## src/rtl/xrv_if_pfq_if.sv

```systemverilog
// Fetch-side bus bundle for xrv_if_pfq.
//   Instruction memory bus: i_req/i_addr out, i_gnt/i_rvalid/i_rdata in.
//   Decode handshake: inst_valid/inst/inst_pc/inst_is_compressed out, inst_ready in.
// master = fetcher, slave = memory/decode side.
interface xrv_if_pfq_if;
  logic        i_req;
  logic [31:0] i_addr;
  logic        i_gnt;
  logic        i_rvalid;
  logic [31:0] i_rdata;
  logic        inst_valid;
  logic        inst_ready;
  logic [31:0] inst;
  logic [31:0] inst_pc;
  logic        inst_is_compressed;

  modport master (
    output i_req, i_addr,
    input  i_gnt, i_rvalid, i_rdata,
    output inst_valid, inst, inst_pc, inst_is_compressed,
    input  inst_ready
  );

  modport slave (
    input  i_req, i_addr,
    output i_gnt, i_rvalid, i_rdata,
    input  inst_valid, inst, inst_pc, inst_is_compressed,
    output inst_ready
  );
endinterface

```

## src/rtl/xrv_if_pfq.sv

```systemverilog
// Instruction fetcher with halfword-granular prefetch queue for the xriscv core.
// Issues word fetches (up to MAX_OUTST in flight), buffers returned halfwords,
// realigns 16/32-bit instructions (including word-spanning ones) and presents
// raw instructions to decode on a valid/ready handshake.
// Ports:
//   clk       core clock
//   rstb      asynchronous active-low reset
//   jmp       redirect: flush queue, restart fetch at jmp_addr
//   jmp_addr  redirect target (bit0 ignored)
//   bus       xrv_if_pfq_if.master: fetch bus and decode handshake
module xrv_if_pfq #(
  parameter int unsigned QDEPTH    = 4,
  parameter int unsigned MAX_OUTST = 2,
  parameter logic [31:0] RESET_PC  = 32'h0
) (
  input  logic                clk,
  input  logic                rstb,
  input  logic                jmp,
  input  logic [31:0]         jmp_addr,
  xrv_if_pfq_if.master        bus
);
  localparam int unsigned HW = 2 * QDEPTH;
  localparam int unsigned PW = $clog2(HW);
  localparam int unsigned CW = $clog2(HW + 1);
  localparam int unsigned OW = $clog2(MAX_OUTST + 1);

  logic          r_started;
  logic [31:0]   r_fetch_addr;
  logic [31:0]   r_pc;
  logic [OW-1:0] r_outst;
  logic [OW-1:0] r_discard;
  logic          r_skip_hi;
  logic [15:0]   r_q [HW];
  logic [PW-1:0] r_rd;
  logic [PW-1:0] r_wr;
  logic [CW-1:0] r_cnt;

  logic [15:0]   w_h0;
  logic [15:0]   w_h1;
  logic          w_comp;
  logic          w_valid;
  logic          w_pop;
  logic [1:0]    w_pop_n;
  logic          w_ret;
  logic          w_fill;
  logic [1:0]    w_fill_n;
  logic [31:0]   w_credit;
  logic          w_req;
  logic          w_grant;
  logic [CW:0]   w_cnt_next;
  logic          w_unused_jmp_lsb;

  assign w_unused_jmp_lsb = jmp_addr[0];

  always_comb begin
    w_h0    = r_q[r_rd];
    w_h1    = r_q[r_rd + PW'(1)];
    w_comp  = (w_h0[1:0] != 2'b11);
    w_valid = (w_comp ? (r_cnt >= CW'(1)) : (r_cnt >= CW'(2))) & ~jmp;
    w_pop   = w_valid & bus.inst_ready;
    w_pop_n = w_comp ? 2'd1 : 2'd2;

    // Responses arriving with nothing tracked (e.g. straight after reset) are ignored.
    w_ret    = bus.i_rvalid & (r_outst != '0);
    w_fill   = w_ret & ~jmp & (r_discard == '0);
    w_fill_n = r_skip_hi ? 2'd1 : 2'd2;

    // Reserve queue space for every in-flight word plus the one about to be requested.
    w_credit = 32'(r_cnt) + 32'(r_outst) * 32'd2 + 32'd2;
    w_req    = r_started & ~jmp & (32'(r_outst) < MAX_OUTST) & (w_credit <= HW);
    w_grant  = w_req & bus.i_gnt;

    w_cnt_next = {1'b0, r_cnt};
    if (w_fill) w_cnt_next = w_cnt_next + (CW+1)'(w_fill_n);
    if (w_pop)  w_cnt_next = w_cnt_next - (CW+1)'(w_pop_n);
  end

  always_ff @(posedge clk or negedge rstb) begin
    if (!rstb) begin
      r_started    <= 1'b0;
      r_fetch_addr <= {RESET_PC[31:2], 2'b00};
      r_pc         <= {RESET_PC[31:1], 1'b0};
      r_outst      <= '0;
      r_discard    <= '0;
      r_skip_hi    <= 1'b0;
      r_rd         <= '0;
      r_wr         <= '0;
      r_cnt        <= '0;
      for (int unsigned k = 0; k < HW; k++) r_q[k] <= '0;
    end else begin
      r_started <= 1'b1;
      r_outst   <= r_outst + OW'(w_grant) - OW'(w_ret);
      if (jmp) begin
        r_fetch_addr <= {jmp_addr[31:2], 2'b00};
        r_pc         <= {jmp_addr[31:1], 1'b0};
        r_skip_hi    <= jmp_addr[1];
        r_rd         <= '0;
        r_wr         <= '0;
        r_cnt        <= '0;
        // A response landing in the redirect cycle is already dropped with the flush.
        r_discard    <= r_outst - OW'(w_ret);
      end else begin
        if (w_grant) r_fetch_addr <= r_fetch_addr + 32'd4;
        if (w_pop) begin
          r_pc <= r_pc + (w_comp ? 32'd2 : 32'd4);
          r_rd <= r_rd + PW'(w_pop_n);
        end
        if (w_fill) begin
          if (r_skip_hi) begin
            r_q[r_wr] <= bus.i_rdata[31:16];
          end else begin
            r_q[r_wr]          <= bus.i_rdata[15:0];
            r_q[r_wr + PW'(1)] <= bus.i_rdata[31:16];
          end
          r_wr      <= r_wr + PW'(w_fill_n);
          r_skip_hi <= 1'b0;
        end else if (w_ret && (r_discard != '0)) begin
          r_discard <= r_discard - OW'(1);
        end
        r_cnt <= w_cnt_next[CW-1:0];
      end
    end
  end

  a_no_overflow: assert property (@(posedge clk) disable iff (!rstb) (32'(w_cnt_next) <= HW));

  assign bus.i_req              = w_req;
  assign bus.i_addr             = r_fetch_addr;
  assign bus.inst_valid         = w_valid;
  assign bus.inst               = w_comp ? {16'h0, w_h0} : {w_h1, w_h0};
  assign bus.inst_pc            = r_pc;
  assign bus.inst_is_compressed = w_comp;
endmodule
```

## src/flat_wrapper.sv

```systemverilog
// flat-port wrapper written by rule: the top's interface ports become plain ports
module xrv_if_pfq_flat 
#(
  parameter int unsigned QDEPTH    = 4,
  parameter int unsigned MAX_OUTST = 2,
  parameter logic [31:0] RESET_PC  = 32'h0
)
  (clk, rstb, jmp, jmp_addr, bus_i_req, bus_i_addr, bus_i_gnt, bus_i_rvalid, bus_i_rdata, bus_inst_valid, bus_inst, bus_inst_pc, bus_inst_is_compressed, bus_inst_ready);
  xrv_if_pfq_if bus_i ();
  input  logic clk;
  input  logic rstb;
  input  logic jmp;
  input  logic [31:0] jmp_addr;
  output wire logic [$bits(bus_i.i_req)-1:0] bus_i_req;
  output wire logic [$bits(bus_i.i_addr)-1:0] bus_i_addr;
  input wire logic [$bits(bus_i.i_gnt)-1:0] bus_i_gnt;
  input wire logic [$bits(bus_i.i_rvalid)-1:0] bus_i_rvalid;
  input wire logic [$bits(bus_i.i_rdata)-1:0] bus_i_rdata;
  output wire logic [$bits(bus_i.inst_valid)-1:0] bus_inst_valid;
  output wire logic [$bits(bus_i.inst)-1:0] bus_inst;
  output wire logic [$bits(bus_i.inst_pc)-1:0] bus_inst_pc;
  output wire logic [$bits(bus_i.inst_is_compressed)-1:0] bus_inst_is_compressed;
  input wire logic [$bits(bus_i.inst_ready)-1:0] bus_inst_ready;
  assign bus_i_req = bus_i.i_req;
  assign bus_i_addr = bus_i.i_addr;
  assign bus_i.i_gnt = bus_i_gnt;
  assign bus_i.i_rvalid = bus_i_rvalid;
  assign bus_i.i_rdata = bus_i_rdata;
  assign bus_inst_valid = bus_i.inst_valid;
  assign bus_inst = bus_i.inst;
  assign bus_inst_pc = bus_i.inst_pc;
  assign bus_inst_is_compressed = bus_i.inst_is_compressed;
  assign bus_i.inst_ready = bus_inst_ready;
  xrv_if_pfq #(.QDEPTH(QDEPTH), .MAX_OUTST(MAX_OUTST), .RESET_PC(RESET_PC)) u_core (.clk(clk), .rstb(rstb), .jmp(jmp), .jmp_addr(jmp_addr), .bus(bus_i));
endmodule
```

## config.mk

```make
export PLATFORM = sky130hd
export DESIGN_NAME = xrv_if_pfq_flat
export DESIGN_NICKNAME = d
export VERILOG_FILES = /design/src/rtl/xrv_if_pfq_if.sv /design/src/rtl/xrv_if_pfq.sv /design/src/flat_wrapper.sv
export SDC_FILE = /design/constraint.sdc
export NUM_CORES = 1
export LEC_CHECK = 0
export CORE_ASPECT_RATIO = 1.75
export CORE_MARGIN = 10
export CORE_UTILIZATION = 28
export DETAILED_ROUTE_END_ITERATION = 6
export PLACE_DENSITY_LB_ADDON = 0.1
export SYNTH_ARGS = -nofsm -noshare
export SYNTH_HDL_FRONTEND = slang
export SYNTH_SLANG_ARGS = --single-unit
```

## constraint.sdc

```tcl
create_clock -name clk -period 8.55 [get_ports clk]
set_clock_uncertainty 0.05 [all_clocks]
set_input_delay 1.2825 -clock clk [delete_from_list [all_inputs] [get_ports clk]]
set_output_delay 1.2825 -clock clk [all_outputs]
set_load 0.01 [all_outputs]
```

==> results.json <==
{
  "period_needed_ns": 5.93,
  "yosys_register_bits": 205,
  "via_count": 11700,
  "hold_ws_ns": 0.448,
  "syn_to_final_growth_pct": 23.9,
  "crit_arrival_ns": 4.60,
  "yosys.area_share.adder_pct": 2.43,
  "synth_xor_area_share_pct": 3.93,
  "hold_viol": 0,
  "dieArea_um2": 56400,
  "max_freq_mhz": 169,
  "num_antenna_cells": 0,
  "initial_utilization_pct": 28.1,
  "synth_compound_area_share_pct": 21.4,
  "ys_warn_count": 0,
  "wl_met3_mm": 3.74,
  "max_cap_viol_count": 0,
  "synth_ff_type": "dfrtp_1",
  "synth_simple_gate_area_share_pct": 11.7,
  "hp-class": "flop to flop",
  "num_rows": 105,
  "fin_ws_ns": 2.62,
  "io_pins": 169,
  "cts_setup_buffers": 0,
  "grt.overflow.total": 0,
  "port-buffer-count": 164,
  "fillCellCount": 4777,
  "highest_layer": "met5",
  "core_area_um2": 46800,
  "worstMarginPinSlew_ns": 1.20,
  "clockBufferDepth": 3,
  "cts_hold_buffers": 0,
  "viasPerCell": 5.74,
  "yosys-top-cells-count": "dfrtp_1 (205), nand2_1 (162), a22oi_1 (125)",
  "netlist_area_um2": 13200,
  "hpwl_mm": 38.0,
  "cts_max_level": 1,
  "clock_sinks": 205,
  "ctsResizeCount": 0,
  "clock_latency_ns": 0.55,
  "fin_crit_sh_pct": 69.4,
  "antenna_found_initial": 3,
  "async_flop_share_pct": 100,
  "slew_viol_final": 0,
  "track_usage_pct": 19.6,
  "synth_most_common_cell": "dfrtp_1",
  "rsz0062_at_grt": "no",
  "die_height_um": 307,
  "drc_errors": 0,
  "syn_area_per_cell_um2": 9.94,
  "dieWidth_um": 184,
  "wl_per_cell_um": 27.6,
  "wl_met2_mm": 30.1,
  "grt_pass1_vias": 11900,
  "startpoint_type": "flop",
  "syn-instance-count": 1324,
  "finalSetupViolCount": 0,
  "clk_pin_slew_ns": 0.06,
  "clock-root-buffer": "clkbuf_16",
  "ys_types": 54,
  "postRouteAntennaNets": 0,
  "drive_above_1_share_pct": 16.3,
  "cts_buffers": 24,
  "cts_tree": "built",
  "met1Wirelength_mm": 20.9,
  "fin_setup_tns_ns": 0,
  "status": "finished, final reports clean",
  "layout.nets": 1527,
  "relSlewSlack_pct": 19.8,
  "drt_first_pass_iters": 7,
  "wl_mm": 56.3,
  "synthTopCellsByArea": "dfrtp_1 (39%), mux4_2 (11%), a22oi_1 (7.1%), mux2_2 (5.6%), nand2_1 (4.6%)",
  "leakagePower_nw": 6.15,
  "initialDrtViolationCount": 832,
  "synth_top_family_by_area": "compound AO/OA/AOI/OAI gates",
  "synth_edf_count": 0,
  "cp.required_ns": 7.22,
  "ir_drop_v": 0.000136,
  "endpoint_kind": "output pin",
  "power_density_nw_per_um2": 272,
  "yosysSeqAreaShare_pct": 39.0,
  "synth_mux_area_share_pct": 17.3,
  "synth.top_cell.area_share_pct": 39.0,
  "grt_max_degree": 94,
  "pre_cts_slack_ns": 3.05,
  "grt_pass1_wl_mm": 82.6,
  "cp_max_fo": 25,
  "yosysTopAreaCell": "dfrtp_1",
  "gp_congestion": 0.792,
  "total_power_mw": 4.44,
  "critical_path_class": "flop to output pin"
}
-- report_power, final --
group	internal (mW)	total (mW)	switching [mW]
Combinational	0.911	1.92	1.01
Clock	0.652	1.11	0.457
Sequential	1.16	1.41	0.249
-- registers in the layout, summed over array words and instances, names as in the netlist --
register            cells
u_core.bus.i_addr      30
u_core.bus.inst_pc     31
u_core.r_cnt            4
u_core.r_discard        2
u_core.r_outst          2
u_core.r_q            128
u_core.r_rd             3
u_core.r_skip_hi        1
u_core.r_started        1
u_core.r_wr             3
-- worst paths after layout --
kind	slack, ns	cells past startpoint	endpoint	startpoint
setup / recovery	2.62	7	bus_inst[30]	u_core.r_rd[1]
hold / removal	0.45	2	u_core.r_q[91]	u_core.r_q[91]
hold reg to reg	0.45	2	u_core.r_q[91]	u_core.r_q[91]
setup reg to reg	3.30	14	u_core.bus.inst_pc[24]	u_core.r_rd[1]
max in group asynchronous	6.37	2	u_core.r_q[118]	rstb
min in group asynchronous	0.75	1	u_core.bus.inst_pc[20]	rstb
-- per-layer routing --
metal / track usage, % / vias up
met2: 36.5 / 485
li1: - / 5181
met4: 6.04 / 4
met1: 22.0 / 5958
met5: 0 / -
met3: 3.33 / 87
-- stage by stage --
step	std cells	util [%]	instance area [µm²]
2_1_floorplan	1326	-	13200
3_3_place_gp	1997	33.1	15500
3_5_place_dp	1997	33.1	15500
4_1_cts	2040	34.9	16300
5_1_grt	2040	34.9	16300
6_report	2040	34.9	16300
-- critical path: stages, from the launching register on --
cell and delay (ns):
dfrtp_1 0.75, buf_4 0.56, ha_2 0.85, buf_4 0.37, mux4_2 0.26, nand2_1 0.06
a21oi_1 0.46, clkdlybuf4s50_1 0.70
-- layout make-up --
type | count | area [µm²] | area share [%]
clock buffers | 34 | 729 | 4.47
inverters | 28 | 105 | 0.645
repair buffers | 198 | 1900 | 11.6
well taps | 588 | 736 | 4.51
flip-flops and latches | 205 | 5140 | 31.5
multi-input cells | 978 | 7600 | 46.6
clock inverters | 9 | 97.6 | 0.599
-- cells in the final DEF, fill, tap and decap left out, types with 10 or more instances in the layout --
| master | instances |
|---|---|
| a31oi_1 | 21 |
| xor2_1 | 34 |
| nor2_1 | 58 |
| buf_4 | 34 |
| nor4_1 | 10 |
| dfrtp_1 | 203 |
| nor3_1 | 15 |
| nand3_1 | 24 |
| o21a_1 | 46 |
| inv_1 | 27 |
| xnor2_1 | 23 |
| o21ai_0 | 72 |
| clkbuf_16 | 25 |
| mux4_2 | 64 |
| mux2_2 | 66 |
| and3_1 | 12 |
| a22oi_1 | 125 |
| clkdlybuf4s50_1 | 162 |
| a21oi_1 | 50 |
| o21ai_1 | 12 |
| nand4_1 | 14 |
| ha_1 | 15 |
| o211ai_1 | 51 |
| nand2_1 | 162 |
-- logic make-up after synthesis --
kind of cell             count (synthesis)
AND/OR/NAND/NOR                        342
multiplexers                           137
buffers and inverters                  143
flip-flops                             205
XOR/XNOR                                59
adder cells (fa/ha/maj)                 22
AO/OA/AOI/OAI                          414
other                                    2
Power figures use the tool's default switching activity.
